## config.mk

```make
export PLATFORM = sky130hd
export DESIGN_NAME = mem_arbiter_flat
export DESIGN_NICKNAME = d
export VERILOG_FILES = /design/src/rtl/mem_arbiter_if.sv /design/src/rtl/mem_arbiter.sv /design/src/flat_wrapper.sv
export SDC_FILE = /design/constraint.sdc
export NUM_CORES = 1
export LEC_CHECK = 0
export BUFFER_PORTS_ARGS = -buffer_cell sky130_fd_sc_hd__buf_2
export CORE_AREA = 2 2 105 107
export CTS_BUF_LIST = sky130_fd_sc_hd__clkbuf_8
export DETAILED_ROUTE_END_ITERATION = 10
export DIE_AREA = 0 0 107 109
export SYNTH_ARGS = -nofsm -noshare
export SYNTH_HDL_FRONTEND = slang
export SYNTH_SLANG_ARGS = --single-unit
```

## constraint.sdc

```tcl
create_clock -name CLK -period 1.4 [get_ports CLK]
set_input_delay 0 -clock CLK [delete_from_list [all_inputs] [get_ports CLK]]
set_output_delay 0 -clock CLK [all_outputs]
set_load 0.005 [all_outputs]
```

## src/rtl/mem_arbiter_if.sv

```systemverilog
// Bundle of the fetch, data and RAM-side signals around the memory arbiter.
// The slave modport is the arbiter's view; master is the surrounding CPU/RAM.
interface mem_arbiter_if;
  logic        iREN;
  logic [31:0] iaddr;
  logic        iwait;
  logic [31:0] iload;
  logic        dREN;
  logic        dWEN;
  logic [31:0] daddr;
  logic [31:0] dstore;
  logic        dwait;
  logic [31:0] dload;
  logic        ramREN;
  logic        ramWEN;
  logic [31:0] ramaddr;
  logic [31:0] ramstore;
  logic [31:0] ramload;
  logic [1:0]  ramstate;
  logic        memerr;

  modport slave (
    input  iREN, iaddr, dREN, dWEN, daddr, dstore, ramload, ramstate,
    output iwait, iload, dwait, dload, ramREN, ramWEN, ramaddr, ramstore, memerr
  );

  modport master (
    output iREN, iaddr, dREN, dWEN, daddr, dstore, ramload, ramstate,
    input  iwait, iload, dwait, dload, ramREN, ramWEN, ramaddr, ramstore, memerr
  );
endinterface

```

## src/rtl/mem_arbiter.sv

```systemverilog
// Fetch/data arbiter in front of the single-port variable-latency RAM.
// Grant is held until ACCESS; data has priority with a fetch starvation guard.
//
//   state  | meaning
//   IDLE   | no grant; arbitration cycle, RAM enables low
//   IGRANT | instruction fetch owns the RAM until ACCESS or iREN drops
//   DGRANT | data port owns the RAM until ACCESS or dREN/dWEN drop
module mem_arbiter #(
  parameter int STARVE_MAX = 3
) (
  input logic           CLK,
  input logic           nRST,
  mem_arbiter_if.slave  arb
);

  typedef enum logic [1:0] {IDLE, IGRANT, DGRANT} state_t;

  localparam logic [1:0] RAM_ACCESS = 2'd2;
  localparam logic [1:0] RAM_ERROR  = 2'd3;
  localparam logic [3:0] SMAX       = 4'(STARVE_MAX);

  state_t      state;
  logic [3:0]  starve_cnt;
  logic [3:0]  dcnt_next;
  logic        memerr_q;
  logic        dreq;
  logic        access;

  assign dreq   = arb.dREN | arb.dWEN;
  assign access = (arb.ramstate == RAM_ACCESS);

  // count a data completion only while a fetch is actually waiting
  assign dcnt_next = !arb.iREN ? 4'd0 :
                     (starve_cnt >= SMAX) ? SMAX : starve_cnt + 4'd1;

  function automatic state_t arbitrate(input logic ireq, input logic dr,
                                       input logic [3:0] cnt);
    if (dr && !(ireq && cnt == SMAX)) return DGRANT;
    else if (ireq)                    return IGRANT;
    else                              return IDLE;
  endfunction

  // ACCESS is honoured before an abort so a request dropped in its own
  // completion cycle still completes and the next grant follows without a gap
  always_ff @(posedge CLK or negedge nRST) begin
    if (!nRST) begin
      state      <= IDLE;
      starve_cnt <= 4'd0;
      memerr_q   <= 1'b0;
    end else begin
      if (arb.ramstate == RAM_ERROR && state != IDLE) memerr_q <= 1'b1;
      case (state)
        IDLE: begin
          state <= arbitrate(arb.iREN, dreq, starve_cnt);
          if (!arb.iREN) starve_cnt <= 4'd0;
        end
        IGRANT: begin
          if (access) begin
            starve_cnt <= 4'd0;
            state      <= arbitrate(arb.iREN, dreq, 4'd0);
          end else if (!arb.iREN) begin
            state <= IDLE;
          end
        end
        DGRANT: begin
          if (access) begin
            starve_cnt <= dcnt_next;
            state      <= arbitrate(arb.iREN, dreq, dcnt_next);
          end else if (!dreq) begin
            state <= IDLE;
          end
        end
        default: state <= IDLE;
      endcase
    end
  end

  always_comb begin
    arb.ramREN   = 1'b0;
    arb.ramWEN   = 1'b0;
    arb.ramaddr  = 32'd0;
    arb.ramstore = 32'd0;
    case (state)
      IGRANT: begin
        arb.ramREN  = 1'b1;
        arb.ramaddr = arb.iaddr;
      end
      DGRANT: begin
        arb.ramREN   = ~arb.dWEN;
        arb.ramWEN   = arb.dWEN;
        arb.ramaddr  = arb.daddr;
        arb.ramstore = arb.dstore;
      end
      default: ;
    endcase
  end

  assign arb.iwait  = arb.iREN & ~(state == IGRANT && access);
  assign arb.dwait  = dreq & ~(state == DGRANT && access);
  assign arb.iload  = arb.ramload;
  assign arb.dload  = arb.ramload;
  assign arb.memerr = memerr_q;

endmodule

```

## src/flat_wrapper.sv

```systemverilog
// flat-port wrapper written by rule: the top's interface ports become plain ports
module mem_arbiter_flat 
#(
  parameter int STARVE_MAX = 3
)
  (CLK, nRST, arb_iREN, arb_iaddr, arb_dREN, arb_dWEN, arb_daddr, arb_dstore, arb_ramload, arb_ramstate, arb_iwait, arb_iload, arb_dwait, arb_dload, arb_ramREN, arb_ramWEN, arb_ramaddr, arb_ramstore, arb_memerr);
  mem_arbiter_if arb_i ();
  input logic CLK;
  input logic nRST;
  input wire logic [$bits(arb_i.iREN)-1:0] arb_iREN;
  input wire logic [$bits(arb_i.iaddr)-1:0] arb_iaddr;
  input wire logic [$bits(arb_i.dREN)-1:0] arb_dREN;
  input wire logic [$bits(arb_i.dWEN)-1:0] arb_dWEN;
  input wire logic [$bits(arb_i.daddr)-1:0] arb_daddr;
  input wire logic [$bits(arb_i.dstore)-1:0] arb_dstore;
  input wire logic [$bits(arb_i.ramload)-1:0] arb_ramload;
  input wire logic [$bits(arb_i.ramstate)-1:0] arb_ramstate;
  output wire logic [$bits(arb_i.iwait)-1:0] arb_iwait;
  output wire logic [$bits(arb_i.iload)-1:0] arb_iload;
  output wire logic [$bits(arb_i.dwait)-1:0] arb_dwait;
  output wire logic [$bits(arb_i.dload)-1:0] arb_dload;
  output wire logic [$bits(arb_i.ramREN)-1:0] arb_ramREN;
  output wire logic [$bits(arb_i.ramWEN)-1:0] arb_ramWEN;
  output wire logic [$bits(arb_i.ramaddr)-1:0] arb_ramaddr;
  output wire logic [$bits(arb_i.ramstore)-1:0] arb_ramstore;
  output wire logic [$bits(arb_i.memerr)-1:0] arb_memerr;
  assign arb_i.iREN = arb_iREN;
  assign arb_i.iaddr = arb_iaddr;
  assign arb_i.dREN = arb_dREN;
  assign arb_i.dWEN = arb_dWEN;
  assign arb_i.daddr = arb_daddr;
  assign arb_i.dstore = arb_dstore;
  assign arb_i.ramload = arb_ramload;
  assign arb_i.ramstate = arb_ramstate;
  assign arb_iwait = arb_i.iwait;
  assign arb_iload = arb_i.iload;
  assign arb_dwait = arb_i.dwait;
  assign arb_dload = arb_i.dload;
  assign arb_ramREN = arb_i.ramREN;
  assign arb_ramWEN = arb_i.ramWEN;
  assign arb_ramaddr = arb_i.ramaddr;
  assign arb_ramstore = arb_i.ramstore;
  assign arb_memerr = arb_i.memerr;
  mem_arbiter #(.STARVE_MAX(STARVE_MAX)) u_core (.CLK(CLK), .nRST(nRST), .arb(arb_i));
endmodule
```

==> out/metrics.csv <==
stage,metric,value,unit
route,vias per cell,4.04,
clock_tree,Max clock buf depth,2,
route,final wirelength,7000,µm
clock_tree,clock sinks,7,
route,met2 wire length,3460,µm
placed_design,Port Buffers,171,
clock_tree,clk_lat worst skew,0.23,ns
hold_path,worst hold path depth,0,
clock_tree,CTS root buf,clkbuf_8,
synth,adder-cell share of the synthesized area,3.63,%
cells_and_area,final instance area,3060,µm²
sta,final hold viol count,0,
die,I/O pin count,268,
outcome,failing checks,negative setup slack,
cells_and_area,share of cells above drive strength 1,72.9,%
sta,Setup WS post-layout,-0.153,ns
global_route,first-pass GRT wire length,9400,µm
synth,multiplexer area fraction after synthesis,0,%
route,met3 WL,378,µm
worst_setup_path,RR Endpoint,u_core.state[1]$_DFFE_PN0P_,
synth,post-synthesis xor/xnor area fraction,0,%
global_route,GRT Total Usage,9.97,%
die,die width,107,µm
route,# DRC,0,
synth,Post-Syn Nets,370,
pwr,maximum vdd ir drop,0.691,mV
clock_tree,total CTS buffers,3,
route,remaining antenna violation count,0,
global_route,initial antenna violation count,0,
sta,Rel. slew slack,80.1,%
synth,largest family of logic cells by synthesized area,buffers and inverters,
placed_design,Placed Area,2290,µm²
synth,Mean Syn Cell Area,7.49,µm²
route,vias,2013,
worst_setup_path,Worst R2R Path Depth,6,
worst_setup_path,CP endpoint kind,flop,
hold_path,min-delay src,arb_ramload[23],
cells_and_area,"commonest non-fill, non-tap cell in the layout",buf_2,
clock_tree,CTS H-tree lvls,1,
route,wl on met1,3040,µm
synth,asr flop ratio synth,100,%
placed_design,pre-CTS setup slack,-0.0794,ns
pwr,share of power burned in registers,5.2,%
sta,Setup Skew,0.00582,ns
pwr,PD cells,1640,nW/µm²
global_route,vias in the first global route,1970,
synth,Synth Area in Simple Gates,30.4,%
synth,Mapped Cells,230,
sta,RSZ-0062 raised after global routing,true,
pwr,logic gate share of total power,89.3,%
die,Initial Util,16.2,%
global_route,pin count of the biggest net entering global routing,24,
cells_and_area,ANT cells,0,
hold_path,HP Class,in -> out,
die,DIE HEIGHT,109,µm
worst_setup_path,FF-to-FF setup slack,-0.15,ns
sta,slew at the pin closest to its max-slew limit,0.297,ns
worst_setup_path,CP arrival,1.65,ns
pwr,Pint,0.00312,W
route,drt pass-1 iters,4,
synth,count of state elements after synthesis,7,
route,Starting DRT DRC Count,64,
sta,post-layout min period,1.55,ns
clock_tree,TritonCTS clock tree,built,
synth,cell area after synthesis,1720,µm²
worst_setup_path,CP Max Fanout,6,
worst_setup_path,worst r2r src,u_core.state[0]$_DFFE_PN0P_,
worst_setup_path,WS Path Type,reg -> reg,
worst_setup_path,CP required,1.50,ns
sta,Tcrit/Tclk final,111,%
cells_and_area,"commonest cells after routing, fill and taps aside","166 x buf_2, 33 x nor2b_1, 27 x and2_1",
placed_design,RD Place Congestion,0.820,
route,top sig layer,met4,
sta,Final Slew Violations,0,
placed_design,Detailed Place HPWL,4770,µm
worst_setup_path,crit path launch type,flop,
synth,Post-synth EDFFs,0,
cells_and_area,Nets,499,
synth,synth warn,0,
die,core area,10600,µm²
sta,Max Clk Rate,644,MHz
pwr,switching power,0.00189,W
global_route,GRT overflow,0,
pwr,switch share,37.7,%
outcome,status,"finished, violations left",
cells_and_area,area delta synth->final,77.4,%
flow_run,max-cap violation count,0,
synth,Synth Area in Compound Gates,22.9,%
pwr,Leak Pwr,1.52,nW
pwr,Clock power frac,5.5,%
die,die area,11700,µm²
clock_tree,Clock transition at path regs,0.04,ns
synth,Synth Flop Type,dfrtp_1,
die,FP Rows,38,
synth,sequential fraction of the synthesis area,10.2,%
cells_and_area,Filler cells,1115,
route,drt wl/cell,14.1,µm
hold_path,Hold Path Sink,arb_dload[23],
sta,Finish-stage setup viols,66,
synth,Synth cell types,32,
==> cells in the mapped netlist, drive strengths merged (3+ instances only) <==
cell     n  area share [%]
a21oi    5             1.7
a22oi   32              14
and2    35              13
buf     72              31
clkbuf   8             1.7
dfrtp    7              10
ha       5             3.6
inv      3            0.65
nand2    7             1.7
nor2b   36              14
==> power by group through the flow <==
stage	Clock, W	Sequential, W	Combinational [W]
floorplan	0	0.000251	0.00163
finish	0.000277	0.000261	0.00448
global route	0.000301	0.000266	0.00484
detailed placement	0	0.000255	0.00252
global placement	0	0.000252	0.00245
CTS	0.000286	0.000255	0.00372
==> per-stage QoR <==
step | util (%) | cells | power (W) | setup TNS, ns | hold WS, ns
global route | 28.8 | 498 | 0.00541 | -10.64 | 0.0000128
global placement | 21.6 | 473 | 0.00270 | -0.0983 | -0.158
floorplan | - | 230 | 0.00188 | -0.0227 | -0.296
CTS | 25.7 | 491 | 0.00426 | -5.74 | 0.0000507
finish | 28.8 | 498 | 0.00501 | -6.13 | 0.00000120
detailed placement | 21.6 | 473 | 0.00278 | -1.87 | -0.152
==> state kept, by name, summed over array words and instances, names as in the netlist <==
signal             cells
u_core.state           2
u_core.arb.memerr      1
u_core.starve_cnt      4
==> how the worst max path moves through the flow <==
stage / cells past startpoint / slack [ns] / from / endpoint
floorplan: 7 / -0.02 / u_core.state[0]$_DFFE_PN0P_ / u_core.state[1]$_DFFE_PN0P_
global placement: 6 / -0.03 / u_core.state[1]$_DFFE_PN0P_ / u_core.state[1]$_DFFE_PN0P_
detailed placement: 6 / -0.08 / u_core.state[1]$_DFFE_PN0P_ / u_core.state[0]$_DFFE_PN0P_
CTS: 6 / -0.15 / u_core.state[1]$_DFFE_PN0P_ / arb_ramREN
global route: 7 / -0.21 / u_core.state[0]$_DFFE_PN0P_ / arb_ramaddr[25]
finish: 6 / -0.15 / u_core.state[0]$_DFFE_PN0P_ / u_core.state[1]$_DFFE_PN0P_
==> metal layers <==
layer  vias to the layer above  track usage [%]
met5                         -                0
met4                         0             3.53
met3                        16             1.73
met2                        77             17.6
met1                       948             12.2
li1                        972                -
==> critical path: stages (launching register included) <==
cell	delay (ns)
dfrtp_1	0.39
buf_4	0.16
ha_4	0.20
buf_4	0.16
a311o_1	0.32
a21oi_2	0.13
o41ai_2	0.07
==> layout make-up <==
class | instances | area (µm²) | area share (%)
sequential | 7 | 176 | 5.77
tap | 140 | 175 | 5.73
timing repair buffer | 204 | 1420 | 46.5
multi-input combinational | 140 | 1230 | 40.2
clock buffer | 3 | 41.3 | 1.35
inverter | 3 | 11.3 | 0.368
clock inverter | 1 | 3.75 | 0.123
==> kinds of logic after synthesis <==
| kind of cell | count (synthesis) |
|---|---|
| AO/OA/AOI/OAI | 50 |
| adder cells (fa/ha/maj) | 5 |
| AND/OR/NAND/NOR | 85 |
| flip-flops | 7 |
| buffers and inverters | 83 |
==> what timing repair did <==
item / CTS / global route
hold endpoints to repair: 7 / 0
buffers inserted: 8 / 3
endpoints found under the setup margin: 72 / 73
resized for setup: 45 / 45
gates cloned: 5 / 5
hold buffers: 1 / 0
pin swaps: 3 / 6
Power figures use the tool's default switching activity.
